### src/rtl/buffer_skew_feeder.sv
// Reads N consecutive buffer rows and replays them to the array's west edge as a diagonal
// wavefront: lane k of every row is delayed k cycles relative to lane 0.
module buffer_skew_feeder #(
    parameter int ADDR_W = 13,
    parameter int DATA_W = 128,
    parameter int LANES  = 8,
    parameter int LANE_W = 16
) (
    input  logic              CLK,
    input  logic              RST,
    input  logic              start,
    input  logic [ADDR_W-1:0] base_addr,
    input  logic [ADDR_W-1:0] row_cnt,
    output logic              busy,
    output logic              done,
    output logic              buf_CEN,
    output logic              buf_WEN,
    output logic              buf_RETN,
    output logic [ADDR_W-1:0] buf_A,
    input  logic [DATA_W-1:0] buf_Q,
    output logic [DATA_W-1:0] row_out,
    output logic [LANES-1:0]  lane_valid
);

    localparam int CNT_W = $clog2(LANES + 1);

    typedef enum logic [1:0] {
        IDLE,
        READ,
        DRAIN,
        FIN
    } state_t;

    state_t            state_reg;
    logic              busy_reg;
    logic              done_reg;
    logic              cen_reg;
    logic [ADDR_W-1:0] addr_reg;
    logic [ADDR_W-1:0] n_reg;
    logic [ADDR_W-1:0] rd_cnt_reg;
    logic [CNT_W-1:0]  drain_cnt_reg;
    logic              q_vld_reg;

    // Burst sequencer. FIN holds busy for the done cycle so a start there is ignored.
    always_ff @(posedge CLK or posedge RST) begin
        if (RST) begin
            state_reg     <= IDLE;
            busy_reg      <= 1'b0;
            done_reg      <= 1'b0;
            cen_reg       <= 1'b1;
            addr_reg      <= '0;
            n_reg         <= '0;
            rd_cnt_reg    <= '0;
            drain_cnt_reg <= '0;
        end else begin
            done_reg <= 1'b0;
            case (state_reg)
                IDLE: begin
                    if (start) begin
                        busy_reg <= 1'b1;
                        n_reg    <= row_cnt;
                        if (row_cnt == '0) begin
                            done_reg  <= 1'b1;
                            state_reg <= FIN;
                        end else begin
                            cen_reg    <= 1'b0;
                            addr_reg   <= base_addr;
                            rd_cnt_reg <= ADDR_W'(1);
                            state_reg  <= READ;
                        end
                    end
                end
                READ: begin
                    if (rd_cnt_reg == n_reg) begin
                        cen_reg       <= 1'b1;
                        drain_cnt_reg <= '0;
                        state_reg     <= DRAIN;
                    end else begin
                        addr_reg   <= addr_reg + ADDR_W'(1);
                        rd_cnt_reg <= rd_cnt_reg + ADDR_W'(1);
                    end
                end
                DRAIN: begin
                    if (drain_cnt_reg == CNT_W'(LANES - 1)) begin
                        done_reg  <= 1'b1;
                        state_reg <= FIN;
                    end else begin
                        drain_cnt_reg <= drain_cnt_reg + CNT_W'(1);
                    end
                end
                FIN: begin
                    busy_reg  <= 1'b0;
                    state_reg <= IDLE;
                end
                default: state_reg <= IDLE;
            endcase
        end
    end

    // Read data arrives the cycle after each enabled edge.
    always_ff @(posedge CLK or posedge RST) begin
        if (RST) begin
            q_vld_reg <= 1'b0;
        end else begin
            q_vld_reg <= ~cen_reg;
        end
    end

    generate
        for (genvar gi = 0; gi < LANES; gi++) begin : g_lane
            logic [LANE_W-1:0] dline_reg [0:gi];
            logic [gi:0]       vline_reg;

            // Lane gi delay line of depth gi+1; data is zeroed when not valid.
            always_ff @(posedge CLK or posedge RST) begin
                if (RST) begin
                    for (int j = 0; j <= gi; j++) begin
                        dline_reg[j] <= '0;
                    end
                    vline_reg <= '0;
                end else begin
                    dline_reg[0] <= q_vld_reg ? buf_Q[gi*LANE_W +: LANE_W] : '0;
                    vline_reg[0] <= q_vld_reg;
                    for (int j = 1; j <= gi; j++) begin
                        dline_reg[j] <= dline_reg[j-1];
                        vline_reg[j] <= vline_reg[j-1];
                    end
                end
            end

            assign row_out[gi*LANE_W +: LANE_W] = dline_reg[gi];
            assign lane_valid[gi]               = vline_reg[gi];
        end
    endgenerate

    assign busy     = busy_reg;
    assign done     = done_reg;
    assign buf_CEN  = cen_reg;
    assign buf_A    = addr_reg;
    assign buf_WEN  = 1'b1;
    assign buf_RETN = ~RST;

endmodule
### config.mk
export PLATFORM = sky130hd
export DESIGN_NAME = buffer_skew_feeder
export DESIGN_NICKNAME = d
export VERILOG_FILES = /design/src/rtl/buffer_skew_feeder.sv
export SDC_FILE = /design/constraint.sdc
export NUM_CORES = 1
export LEC_CHECK = 0
export BUFFER_PORTS_ARGS = -buffer_cell sky130_fd_sc_hd__buf_2
export CAP_MARGIN = 40
export CORE_UTILIZATION = 59
export DETAILED_ROUTE_END_ITERATION = 16
export PLACE_DENSITY = 0.8
export SLEW_MARGIN = 30
export SYNTH_ARGS = -nofsm -noshare
export SYNTH_HDL_FRONTEND = slang
export SYNTH_SLANG_ARGS = --single-unit
### constraint.sdc
create_clock -name CLK -period 56.6 [get_ports CLK]
set_input_delay 5.66 -clock CLK [delete_from_list [all_inputs] [get_ports CLK]]
set_output_delay 5.66 -clock CLK [all_outputs]
set_load 0.01 [all_outputs]
==> impl_metrics.py <==
metrics = {
    "run_status": {
        "status": "finished, final reports clean",
    },
    "synthesis": {
        "ys_warn_count": 0,
        "synth_commonest_cells": "dfrtp_1, and2_1, buf_4",
        "synth_area_leaders": "dfrtp_1, buf_4, and2_1",
        "synthAdderAreaFrac_pct": 0.454,
        "synth-seq-area-share_pct": 82.1,
        "synth_top_family_by_area": "simple AND/OR/NAND/NOR gates",
        "synth-simple-area-share_pct": 7.42,
        "synth-edff-count": 0,
        "synth_compound_area_share_pct": 2.82,
        "synth_most_common_cell": "dfrtp_1",
        "ys_ff_latch": 633,
        "syn_area_um2": 19300,
        "syn_nets": 1309,
        "synth_xor_area_share_pct": 0.765,
        "ys_async_sr_fraction_pct": 100,
        "synth_cells": 1145,
        "syn_avg_cell_area_um2": 16.9,
        "ys.flop_type": "dfrtp_1",
        "synth_top_area_share_pct": 81.9,
        "synth_cell_types": 63,
        "synth_mux_area_share_pct": 1.08,
        "synth_largest_area_cell": "dfrtp_1",
    },
    "detailed_routing": {
        "antenna_left": 0,
        "drt_pass1_iterations": 5,
        "viasPerCell": 4.95,
        "drc": 0,
        "num_vias": 9250,
        "wl_mm": 36.3,
        "post_drt_wl_per_cell_um": 19.4,
        "first_iter_violations": 544,
    },
    "final_layout": {
        "syn_to_final_growth_pct": 17.1,
        "drive_gt1_share_pct": 31.4,
        "num-nets-final": 1548,
        "utilization_pct": 70.9,
        "largest_reg_flops": 464,
        "fill_cells": 1944,
        "multiInputGateArea_um2": 2430,
        "final_cells": 1868,
        "register_area_um2": 15800,
    },
    "timing": {
        "relSlewSlack_pct": 49.7,
        "fin_ws_ns": 44.65,
        "final.setup.tns_ns": 0,
        "finalClockSkew_ns": 0.0227,
        "min_period_ns": 11.95,
        "tightest_slew_ns": 0.753,
        "rsz0062_at_grt": "false",
        "fin_crit_sh_pct": 21.1,
        "slew_viol_final": 0,
        "fmax_mhz": 83.7,
        "finalSetupViolations": 0,
        "hold_viol": 0,
    },
    "pwr": {
        "p_leak_nw": 10.6,
        "power_density_nw_per_um2": 44.9,
        "finalPower_w": 0.00102,
        "peakVddDrop_mv": 0.0313,
    },
    "worst_setup_path": {
        "cp_slowest_cell": "inv_8",
        "arrival_ns": 6.29,
        "worstSetupPathType": "input port to output pin",
        "cp_top_family": "buffers and inverters",
        "crit_fanout": 46,
        "required_ns": 50.94,
        "crit_path_cell_trace": "buf_2 > inv_8 > buf_2",
        "crit_top_cell": "buf_2",
        "path_buf_inv": 3,
        "start_kind": "input port",
        "crit_path_end_kind": "output pin",
        "critPathMaxStageDelay_ns": 0.27,
    },
    "min_path": {
        "hold_path.class": "flop to flop",
    },
    "die": {
        "die_area_um2": 33400,
        "core_um2": 31900,
        "ios": 311,
        "die_h_um": 183,
        "dieWidth_um": 183,
        "row_count": 65,
        "start_util_pct": 60.5,
    },
    "placed_design": {
        "preCtsSetupSlack_ns": 44.65,
        "dp_hpwl_mm": 20.1,
        "place.gp.congestion": 0.808,
        "place_inst": 1758,
        "io_buffer_count": 309,
    },
    "global_route": {
        "grt_pass1_vias": 10200,
        "antenna_found_initial": 12,
        "grtUsageTotal_pct": 22.2,
        "grt_remaining_overflow": 0,
        "grt_pass1_wl_mm": 56.2,
        "grt_max_degree": 178,
    },
    "flow_run": {
        "max-cap-violations": 0,
    },
    "cts": {
        "cts_tree": "yes",
        "cts.repair.resized": 0,
        "clkLatencyLatePin_ns": 0.58,
        "clock-sinks": 633,
        "cts-buffers-inserted": 57,
        "cts_buffer_depth": 3,
        "clock-root-buffer": "clkbuf_16",
        "clkTransAtPathRegs_ns": 0.06,
        "h-tree-depth": 2,
        "post-cts-setup-buffers": 0,
        "cts_hold_buf": 0,
    },
}
## routing by layer
metal / vias up / share of wire [%] / global-route usage [%] / wire length [um]
met5: - / 0.11 / 0 / 41
met4: 6 / 2.9 / 7.97 / 1060
met3: 86 / 6.1 / 5.12 / 2230
met2: 348 / 53 / 38.2 / 19100
met1: 4736 / 38 / 27.8 / 13900
li1: 4074 / - / - / -
## worst reg2reg max path, stage by stage (launching register included)
cell     delay, ns
dfrtp_1       0.40
inv_1         0.11
ha_1          0.15
buf_4         0.38
inv_1         0.47
o22ai_1       0.75
o31ai_4       0.23
buf_6         0.22
or4_1         0.50
nand3_1       0.10
## layout by cell type (no fill, tap or decap), drive strengths merged, types with 6 or more instances in the layout
master,n
dfrtp,632
buf,324
and2,131
clkbuf,86
nand2,25
nand3,24
nor2,22
a21oi,21
o21ai,15
mux2,14
nor3,11
inv,11
xnor2,10
diode,7
ha,7
clkinv,7
nand4,6
and3,6
## cell families (layout without fill, tap and decap cells)
family,count (synthesis),in the layout
AOI/OAI and AO/OA,77,77
xor gates and xnor gates,13,13
adders and majority gates,7,7
buffers and inverters,153,434
DFF,633,633
muxes,19,19
other,1,8
and+or+nand+nor,242,242
## where the power goes
| part | switching, W | internal (W) | leakage (nW) |
|---|---|---|---|
| Sequential | 0.0000224 | 0.000488 | 7.38 |
| Combinational | 0.0000672 | 0.0000463 | 2.22 |
| Clock | 0.000161 | 0.000230 | 0.951 |
| Total | 0.000250 | 0.000765 | 10.6 |
## path summary, 6_finish.rpt
path / startpoint / endpoint / slack, ns / depth (start not counted)
worst max-delay path: RST / buf_RETN / 44.65 / 3
worst min-delay path: g_lane[7].dline_reg[54]$_DFF_PP0_ / g_lane[7].dline_reg[38]$_DFF_PP0_ / 0.33 / 0
worst max register to register: state_reg[1]$_DFFE_PP0P_ / rd_cnt_reg[9]$_DFFE_PP0P_ / 53.22 / 9
worst min register to register: g_lane[7].dline_reg[54]$_DFF_PP0_ / g_lane[7].dline_reg[38]$_DFF_PP0_ / 0.33 / 0
max in group asynchronous: RST / g_lane[7].dline_reg[71]$_DFF_PP0_ / 49.88 / 5
min in group asynchronous: RST / row_out[80]$_DFF_PP0_ / 5.09 / 2
## area by class of cell
| cell class | count | share of cell area, % |
|---|---|---|
| well taps | 435 | 2.41 |
| inverters | 9 | 0.183 |
| repair buffers | 324 | 7.94 |
| diodes | 7 | 0.0775 |
| flip-flops and latches | 633 | 70.1 |
| clock buffers | 86 | 7.55 |
| multi-input cells | 359 | 10.7 |
| clock inverters | 15 | 0.980 |
## metrics by stage
stage	area (um2)	hold WS, ns
floorplan	19300	0.331
global placement	20500	0.331
CTS	22500	0.341
finish	22600	0.333
detailed placement	20600	0.335
global route	22600	0.339
Power figures use the tool's default switching activity.
